===== src/rtl/qdec_pkg.sv =====
// Shared quadrature definitions: Gray state encodings, direction values and the
// transition classifier used by the decoder (and the matching encoder).
package qdec_pkg;

    typedef enum logic [1:0] {
        S00 = 2'b00,
        S01 = 2'b01,
        S11 = 2'b11,
        S10 = 2'b10
    } qdec_state_e;

    typedef enum logic [1:0] {
        NONE,
        CW,
        CCW,
        ILLEGAL
    } qdec_move_e;

    localparam logic DIR_CW  = 1'b1;
    localparam logic DIR_CCW = 1'b0;

    // Clockwise successor in the 00->01->11->10 cycle.
    function automatic qdec_state_e qdec_cw_next(qdec_state_e s);
        qdec_state_e n;
        case (s)
            S00:     n = S01;
            S01:     n = S11;
            S11:     n = S10;
            default: n = S00;
        endcase
        return n;
    endfunction

    function automatic qdec_move_e qdec_classify(qdec_state_e prev, qdec_state_e cur);
        qdec_move_e m;
        if (cur == prev)                    m = NONE;
        else if (cur == qdec_cw_next(prev)) m = CW;
        else if (prev == qdec_cw_next(cur)) m = CCW;
        else                                m = ILLEGAL;
        return m;
    endfunction

endpackage


===== src/rtl/quadrature_decoder_if.sv =====
// Encoder-pin and position/status bundle between the quadrature decoder and its user.
interface quadrature_decoder_if #(
    parameter int WIDTH = 16
);
    logic             a_in;
    logic             b_in;
    logic             clear;
    logic [WIDTH-1:0] pos;
    logic             step;
    logic             dir;
    logic             err;
    logic             err_sticky;

    modport master (
        output a_in, b_in, clear,
        input  pos, step, dir, err, err_sticky
    );

    modport slave (
        input  a_in, b_in, clear,
        output pos, step, dir, err, err_sticky
    );
endinterface


===== src/rtl/qdec_input_cond.sv =====
// One quadrature channel: 2-FF synchronizer, plus a stability filter when
// QDEC_FILTER_EN is defined (level accepted after FILTER_LEN equal samples).
module qdec_input_cond
`ifdef QDEC_FILTER_EN
#(
    parameter int FILTER_LEN = 4
)
`endif
(
    input  logic clk,
    input  logic rst,
    input  logic raw,
    output logic level
);

    logic [1:0] sync_q;

    // NOTE: sequential state uses non-blocking assignments so every flop samples pre-edge values.
    always_ff @(posedge clk or posedge rst) begin
        if (rst) sync_q <= '0;
        else     sync_q <= {sync_q[0], raw};
    end

`ifdef QDEC_FILTER_EN
    localparam int CNT_W = (FILTER_LEN > 1) ? $clog2(FILTER_LEN) : 1;

    logic             level_q;
    logic [CNT_W-1:0] cnt_q;

    // cnt_q counts consecutive samples disagreeing with the accepted level.
    always_ff @(posedge clk or posedge rst) begin
        if (rst) begin
            level_q <= 1'b0;
            cnt_q   <= '0;
        end else if (sync_q[1] == level_q) begin
            cnt_q   <= '0;
        end else if (cnt_q == CNT_W'(FILTER_LEN - 1)) begin
            level_q <= sync_q[1];
            cnt_q   <= '0;
        end else begin
            cnt_q   <= cnt_q + 1'b1;
        end
    end

    assign level = level_q;
`else
    assign level = sync_q[1];
`endif

endmodule


===== src/rtl/quadrature_decoder.sv =====
// Quadrature A/B receiver: step/dir pulses, wrapping signed position, illegal-jump flags.
// Optional input glitch filter enabled by defining QDEC_FILTER_EN.
module quadrature_decoder
    import qdec_pkg::*;
#(
    parameter int WIDTH      = 16,
    parameter int FILTER_LEN = 4
) (
    input  logic                 clk,
    input  logic                 rst,
    quadrature_decoder_if.slave  bus
);

`ifdef QDEC_FILTER_EN
    localparam bit FILTER_EN = 1'b1;
`else
    localparam bit FILTER_EN = 1'b0;
`endif

    // Priming waits until the synchronizer (and filter) hold real samples, so a level
    // held through reset is not decoded as a jump away from the reset value.
    localparam int WARMUP = 2 + (FILTER_EN ? FILTER_LEN : 0);
    localparam int WARM_W = $clog2(WARMUP + 1);

    logic a_lvl, b_lvl;

`ifdef QDEC_FILTER_EN
    qdec_input_cond #(.FILTER_LEN(FILTER_LEN)) u_cond_a (.clk(clk), .rst(rst), .raw(bus.a_in), .level(a_lvl));
    qdec_input_cond #(.FILTER_LEN(FILTER_LEN)) u_cond_b (.clk(clk), .rst(rst), .raw(bus.b_in), .level(b_lvl));
`else
    qdec_input_cond u_cond_a (.clk(clk), .rst(rst), .raw(bus.a_in), .level(a_lvl));
    qdec_input_cond u_cond_b (.clk(clk), .rst(rst), .raw(bus.b_in), .level(b_lvl));
`endif

    logic [WARM_W-1:0] warm_q;
    logic              primed_q;
    qdec_state_e       prev_q;
    logic [WIDTH-1:0]  pos_q;
    logic              step_q;
    logic              dir_q;
    logic              err_q;
    logic              err_sticky_q;

    qdec_state_e cur;
    qdec_move_e  move;
    logic        warm;
    logic        illegal_now;

    assign cur         = qdec_state_e'({a_lvl, b_lvl});
    assign move        = qdec_classify(prev_q, cur);
    assign warm        = (warm_q == WARM_W'(WARMUP));
    assign illegal_now = warm && primed_q && (move == ILLEGAL);

    always_ff @(posedge clk or posedge rst) begin
        if (rst) begin
            warm_q       <= '0;
            primed_q     <= 1'b0;
            prev_q       <= S00;
            pos_q        <= '0;
            step_q       <= 1'b0;
            dir_q        <= DIR_CCW;
            err_q        <= 1'b0;
            err_sticky_q <= 1'b0;
        end else begin
            step_q <= 1'b0;
            err_q  <= 1'b0;

            if (!warm) begin
                warm_q <= warm_q + 1'b1;
            end else if (!primed_q) begin
                primed_q <= 1'b1;
                prev_q   <= cur;
            end else begin
                // prev follows the input even on an illegal jump so decoding resumes from it.
                prev_q <= cur;
                case (move)
                    CW: begin
                        step_q <= 1'b1;
                        dir_q  <= DIR_CW;
                        pos_q  <= pos_q + 1'b1;
                    end
                    CCW: begin
                        step_q <= 1'b1;
                        dir_q  <= DIR_CCW;
                        pos_q  <= pos_q - 1'b1;
                    end
                    ILLEGAL: err_q <= 1'b1;
                    default: ;
                endcase
            end

            // clear overrides the count; a same-cycle error still sets the sticky flag.
            if (bus.clear) pos_q <= '0;
            err_sticky_q <= (err_sticky_q & ~bus.clear) | illegal_now;
        end
    end

    assign bus.pos        = pos_q;
    assign bus.step       = step_q;
    assign bus.dir        = dir_q;
    assign bus.err        = err_q;
    assign bus.err_sticky = err_sticky_q;

endmodule


===== src/flat_wrapper.sv =====
// flat-port wrapper written by rule: the top's interface ports become plain ports
module quadrature_decoder_flat import qdec_pkg::*;
#(
    parameter int WIDTH      = 16,
    parameter int FILTER_LEN = 4
)
  (clk, rst, bus_a_in, bus_b_in, bus_clear, bus_pos, bus_step, bus_dir, bus_err, bus_err_sticky);
  quadrature_decoder_if #(.WIDTH(WIDTH)) bus_i ();
  input  logic clk;
  input  logic rst;
  input wire logic [$bits(bus_i.a_in)-1:0] bus_a_in;
  input wire logic [$bits(bus_i.b_in)-1:0] bus_b_in;
  input wire logic [$bits(bus_i.clear)-1:0] bus_clear;
  output wire logic [$bits(bus_i.pos)-1:0] bus_pos;
  output wire logic [$bits(bus_i.step)-1:0] bus_step;
  output wire logic [$bits(bus_i.dir)-1:0] bus_dir;
  output wire logic [$bits(bus_i.err)-1:0] bus_err;
  output wire logic [$bits(bus_i.err_sticky)-1:0] bus_err_sticky;
  assign bus_i.a_in = bus_a_in;
  assign bus_i.b_in = bus_b_in;
  assign bus_i.clear = bus_clear;
  assign bus_pos = bus_i.pos;
  assign bus_step = bus_i.step;
  assign bus_dir = bus_i.dir;
  assign bus_err = bus_i.err;
  assign bus_err_sticky = bus_i.err_sticky;
  quadrature_decoder #(.WIDTH(WIDTH), .FILTER_LEN(FILTER_LEN)) u_core (.clk(clk), .rst(rst), .bus(bus_i));
endmodule

===== config.mk =====
export PLATFORM = sky130hd
export DESIGN_NAME = quadrature_decoder_flat
export DESIGN_NICKNAME = d
export VERILOG_FILES = /design/src/rtl/qdec_pkg.sv /design/src/rtl/quadrature_decoder_if.sv /design/src/rtl/qdec_input_cond.sv /design/src/rtl/quadrature_decoder.sv /design/src/flat_wrapper.sv
export SDC_FILE = /design/constraint.sdc
export NUM_CORES = 1
export LEC_CHECK = 0
export ABC_AREA = 1
export CAP_MARGIN = 20
export CORE_MARGIN = 1.5
export CORE_UTILIZATION = 55
export DETAILED_ROUTE_END_ITERATION = 10
export PLACE_DENSITY = 0.83
export SKIP_LAST_GASP = 1
export SLEW_MARGIN = 20
export SYNTH_ARGS = -nofsm -noshare
export SYNTH_HDL_FRONTEND = slang
export SYNTH_HIERARCHICAL = 1
export SYNTH_SLANG_ARGS = --single-unit

===== constraint.sdc =====
create_clock -name clk -period 2.9 [get_ports clk]
set_input_delay 0.29 -clock clk [delete_from_list [all_inputs] [get_ports clk]]
set_output_delay 0.29 -clock clk [all_outputs]
set_load 0.005 [all_outputs]

==> metrics, run 1 <==
Logic pwr share 40.0%; share of cells above drive strength 1 10.8%; largest area contributor in the netlist dfrtp_1; IO Count 25; Wirelength per Cell 12.2 µm; number of max-cap violations 0; Crit path buffers/inverters 2; Power Dens Cells 614 nW/µm²; Total Wirelength 5.16 mm; Synth Warn # 6; TritonRoute pass-1 iters 5; Tcrit/Tclk final 91.0%; worst reg2reg startpoint u_core/prev_q[1]; clk_skew 6.87 ps; Seq/Total Area, Yosys 32.1%; r2r endpoint u_core/bus.pos[12]; pin count of the biggest net entering global routing 26; Setup crit end kind register; Post-synth EDFFs 0; Register-to-Register Path Depth 18; CTS root buffer clkbuf_8; IO Port Bufs 24; crit-path leading delay family simple AND/OR/NAND/NOR gates; Skew-Pair Late Insertion Delay 280 ps; Slew HR 58.4%; global route overflow 0; count leader, synth nand2_1; TritonCTS Buffers 5; DRT iter0 DRCs 203; Die ar. 4500 µm²; Switching Share 37.1%; number of synthesized register bits 29; ys async rst share 100%; Min-Delay Path Class in2async; via count 2174; Post-synth top flop dfrtp_1; dpl hpwl 3.89 mm; switching power 0.607 mW; clock sinks 29; Final ANT Viol Nets 0; Worst Path Arrival 2820 ps; RSZ-0062 raised after global routing false; fmax 0.379 GHz; top post-synthesis cells by area dfrtp_1 32%, nand2_1 20%, inv_1 9.3%; initial antenna violation count 0; core area 3970 µm²; Worst EP required 3080 ps; number of H-tree levels 2; total power 1.63 mW; cell internal pwr 1.03 mW; global-route wire length before repair 9.01 mm; most instantiated cells after synthesis 123 x nand2_1, 56 x inv_1, 37 x nand3_1, 29 x dfrtp_1, 19 x nor2_1; status finished clean; number of global-route vias before repair 2098; flop-to-flop setup slack 260 ps; ANT cells 0; Post-Synthesis Cells 342; largest vdd supply drop 0.366 mV; nets 384; Critical-path top delay cell dfrtp_1; post-synthesis area per instance 6.60 µm²; Startpoint Class register; Sequential Power Share 32.9%; gpl congestion 0.945; Initial Utilization 56.9%; die height 67.1 µm; Hold Fails Final Rpt 0; power share of the clock group 27.1%; P&R area growth vs syn 17.8%; chip width 67.1 µm; Cell variety after synth 30; max-slew violation count 0; Worst Path Max Fanout 10; final setup fails 0; mapped cell area 2260 µm²; Site Rows 23; critical path's most frequent cell nand2_1; final setup TNS 0 ps; Worst-Margin Slew 621 ps; Lkg Pwr 1.41 nW; Crit Path Class reg2reg; worst path cell trace xor2_1 > or2_2 > nand2_1 > ha_4 > inv_2 > nand2_1 > nand2_1 > inv_1 > ha_1 > a21oi_1 > nor2_1 > nand2_1 > nand2_2 > nand3_1 > nand3_1 > nand2_1 > nand3_1 > nand2_1; vias per cell 5.15; CTS tree yes; DRC 0; min Tclk post-route 2640 ps; max incr delay on CP 410 ps; Synthesized Nets 355; Clk pin slew, worst setup/hold paths 70 ps; clock buffer depth 2; Global Route Usage Sum 26.7%; post-synth top area share 32.1%
==> what timing repair did <==
item | 4_1_cts | 5_1_grt
gates resized for setup | 0 | 2
endpoints found under the setup margin | 0 | 7
hold buffers | 0 | 0
setup buffers | 0 | 0
==> per-stage QoR <==
| stage | cell area [µm²] | worst slack (ps) | hold WS, ps | util [%] | cells |
|---|---|---|---|---|---|
| global route | 2660 | 31.8 | 218 | 67.0 | 422 |
| CTS | 2650 | 72.4 | 203 | 66.7 | 422 |
| detailed placement | 2530 | 129 | 337 | 63.6 | 414 |
| floorplan | 2260 | 470 | 31.2 | - | 342 |
| global placement | 2530 | 225 | 332 | 63.6 | 414 |
| finish | 2660 | 260 | 208 | 67.0 | 422 |
==> area by class of cell <==
cell class | count | area, µm²
Clock buffer | 6 | 82.6
Clock inverter | 2 | 37.5
Fill cell | 348 | 1310
Inverter | 60 | 225
Multi-Input combinational cell | 245 | 1240
Sequential cell | 29 | 726
Tap cell | 50 | 62.6
Timing Repair Buffer | 30 | 285
==> registers in the layout, indices dropped and copies added (netlist names) <==
signal                  flops
u_core/bus.pos             16
u_core/prev_q               2
u_core/u_cond_a/sync_q      2
u_core/u_cond_b/sync_q      2
u_core/warm_q               2
u_core/bus.dir              1
u_core/bus.err              1
u_core/bus.err_sticky       1
u_core/bus.step             1
u_core/primed_q             1
==> layout by cell type (no fill, tap or decap), types with 2 or more instances in the layout <==
cell type | netlist | layout
nand2_1 | 123 | 123
inv_1 | 56 | 56
nand3_1 | 37 | 37
dfrtp_1 | 29 | 29
clkdlybuf4s50_1 | 0 | 24
nor2_1 | 19 | 19
o21ai_0 | 9 | 9
nand2_2 | 8 | 8
a21oi_1 | 8 | 8
ha_1 | 8 | 7
clkbuf_8 | 0 | 6
buf_4 | 2 | 6
inv_2 | 4 | 4
nor2_2 | 4 | 4
xor2_1 | 4 | 4
xnor2_1 | 4 | 4
and2_1 | 3 | 3
o21ai_1 | 3 | 3
nor2_4 | 2 | 2
or2_2 | 2 | 2
o22ai_1 | 2 | 2
o21bai_1 | 2 | 2
==> worst max-delay path by stage <==
| stage | startpoint | endpoint | slack [ps] | depth (start not counted) |
|---|---|---|---|---|
| after floorplan | u_core/prev_q[1] | u_core/bus.pos[14] | 470 | 18 |
| after global placement | u_core/prev_q[1] | u_core/bus.pos[12] | 230 | 18 |
| after detailed placement | u_core/prev_q[1] | u_core/bus.pos[12] | 130 | 18 |
| after CTS | u_core/prev_q[1] | u_core/bus.pos[12] | 70 | 18 |
| after global routing | u_core/prev_q[1] | u_core/bus.pos[12] | 30 | 18 |
| final | u_core/prev_q[1] | u_core/bus.pos[12] | 260 | 18 |
==> routing by layer <==
| layer | GRT usage, % | up-vias | routed length (µm) |
|---|---|---|---|
| li1 | - | 1104 | - |
| met4 | 13.3 | 0 | 89 |
| met3 | 5.41 | 11 | 315 |
| met5 | 0 | - | 0 |
| met1 | 33.5 | 989 | 2260 |
| met2 | 43.2 | 70 | 2500 |
==> logic make-up after synthesis <==
group | share of synthesized area, %
simple gates | 40.0
buf+inv | 13.5
flops | 32.1
compound gates | 6.87
xor+xnor | 3.10
fa+ha+maj | 4.43
==> power groups by stage <==
stage          combinational (mW)  sequential [mW]  clock (mW)
2_1_floorplan               0.437            0.535           0
3_3_place_gp                0.626            0.542           0
3_5_place_dp                0.641            0.545           0
4_1_cts                     0.647            0.538       0.456
5_1_grt                     0.733            0.549       0.476
6_report                    0.653            0.537       0.443
(Power assumes the default switching activity.)
==> inputs of run 2 (changes only) <==
ABC_CLOCK_PERIOD_IN_PS = 2900   (was not set)
==> results of run 2 <==
The final DEF is identical to that of run 1; final timing and power are the same.
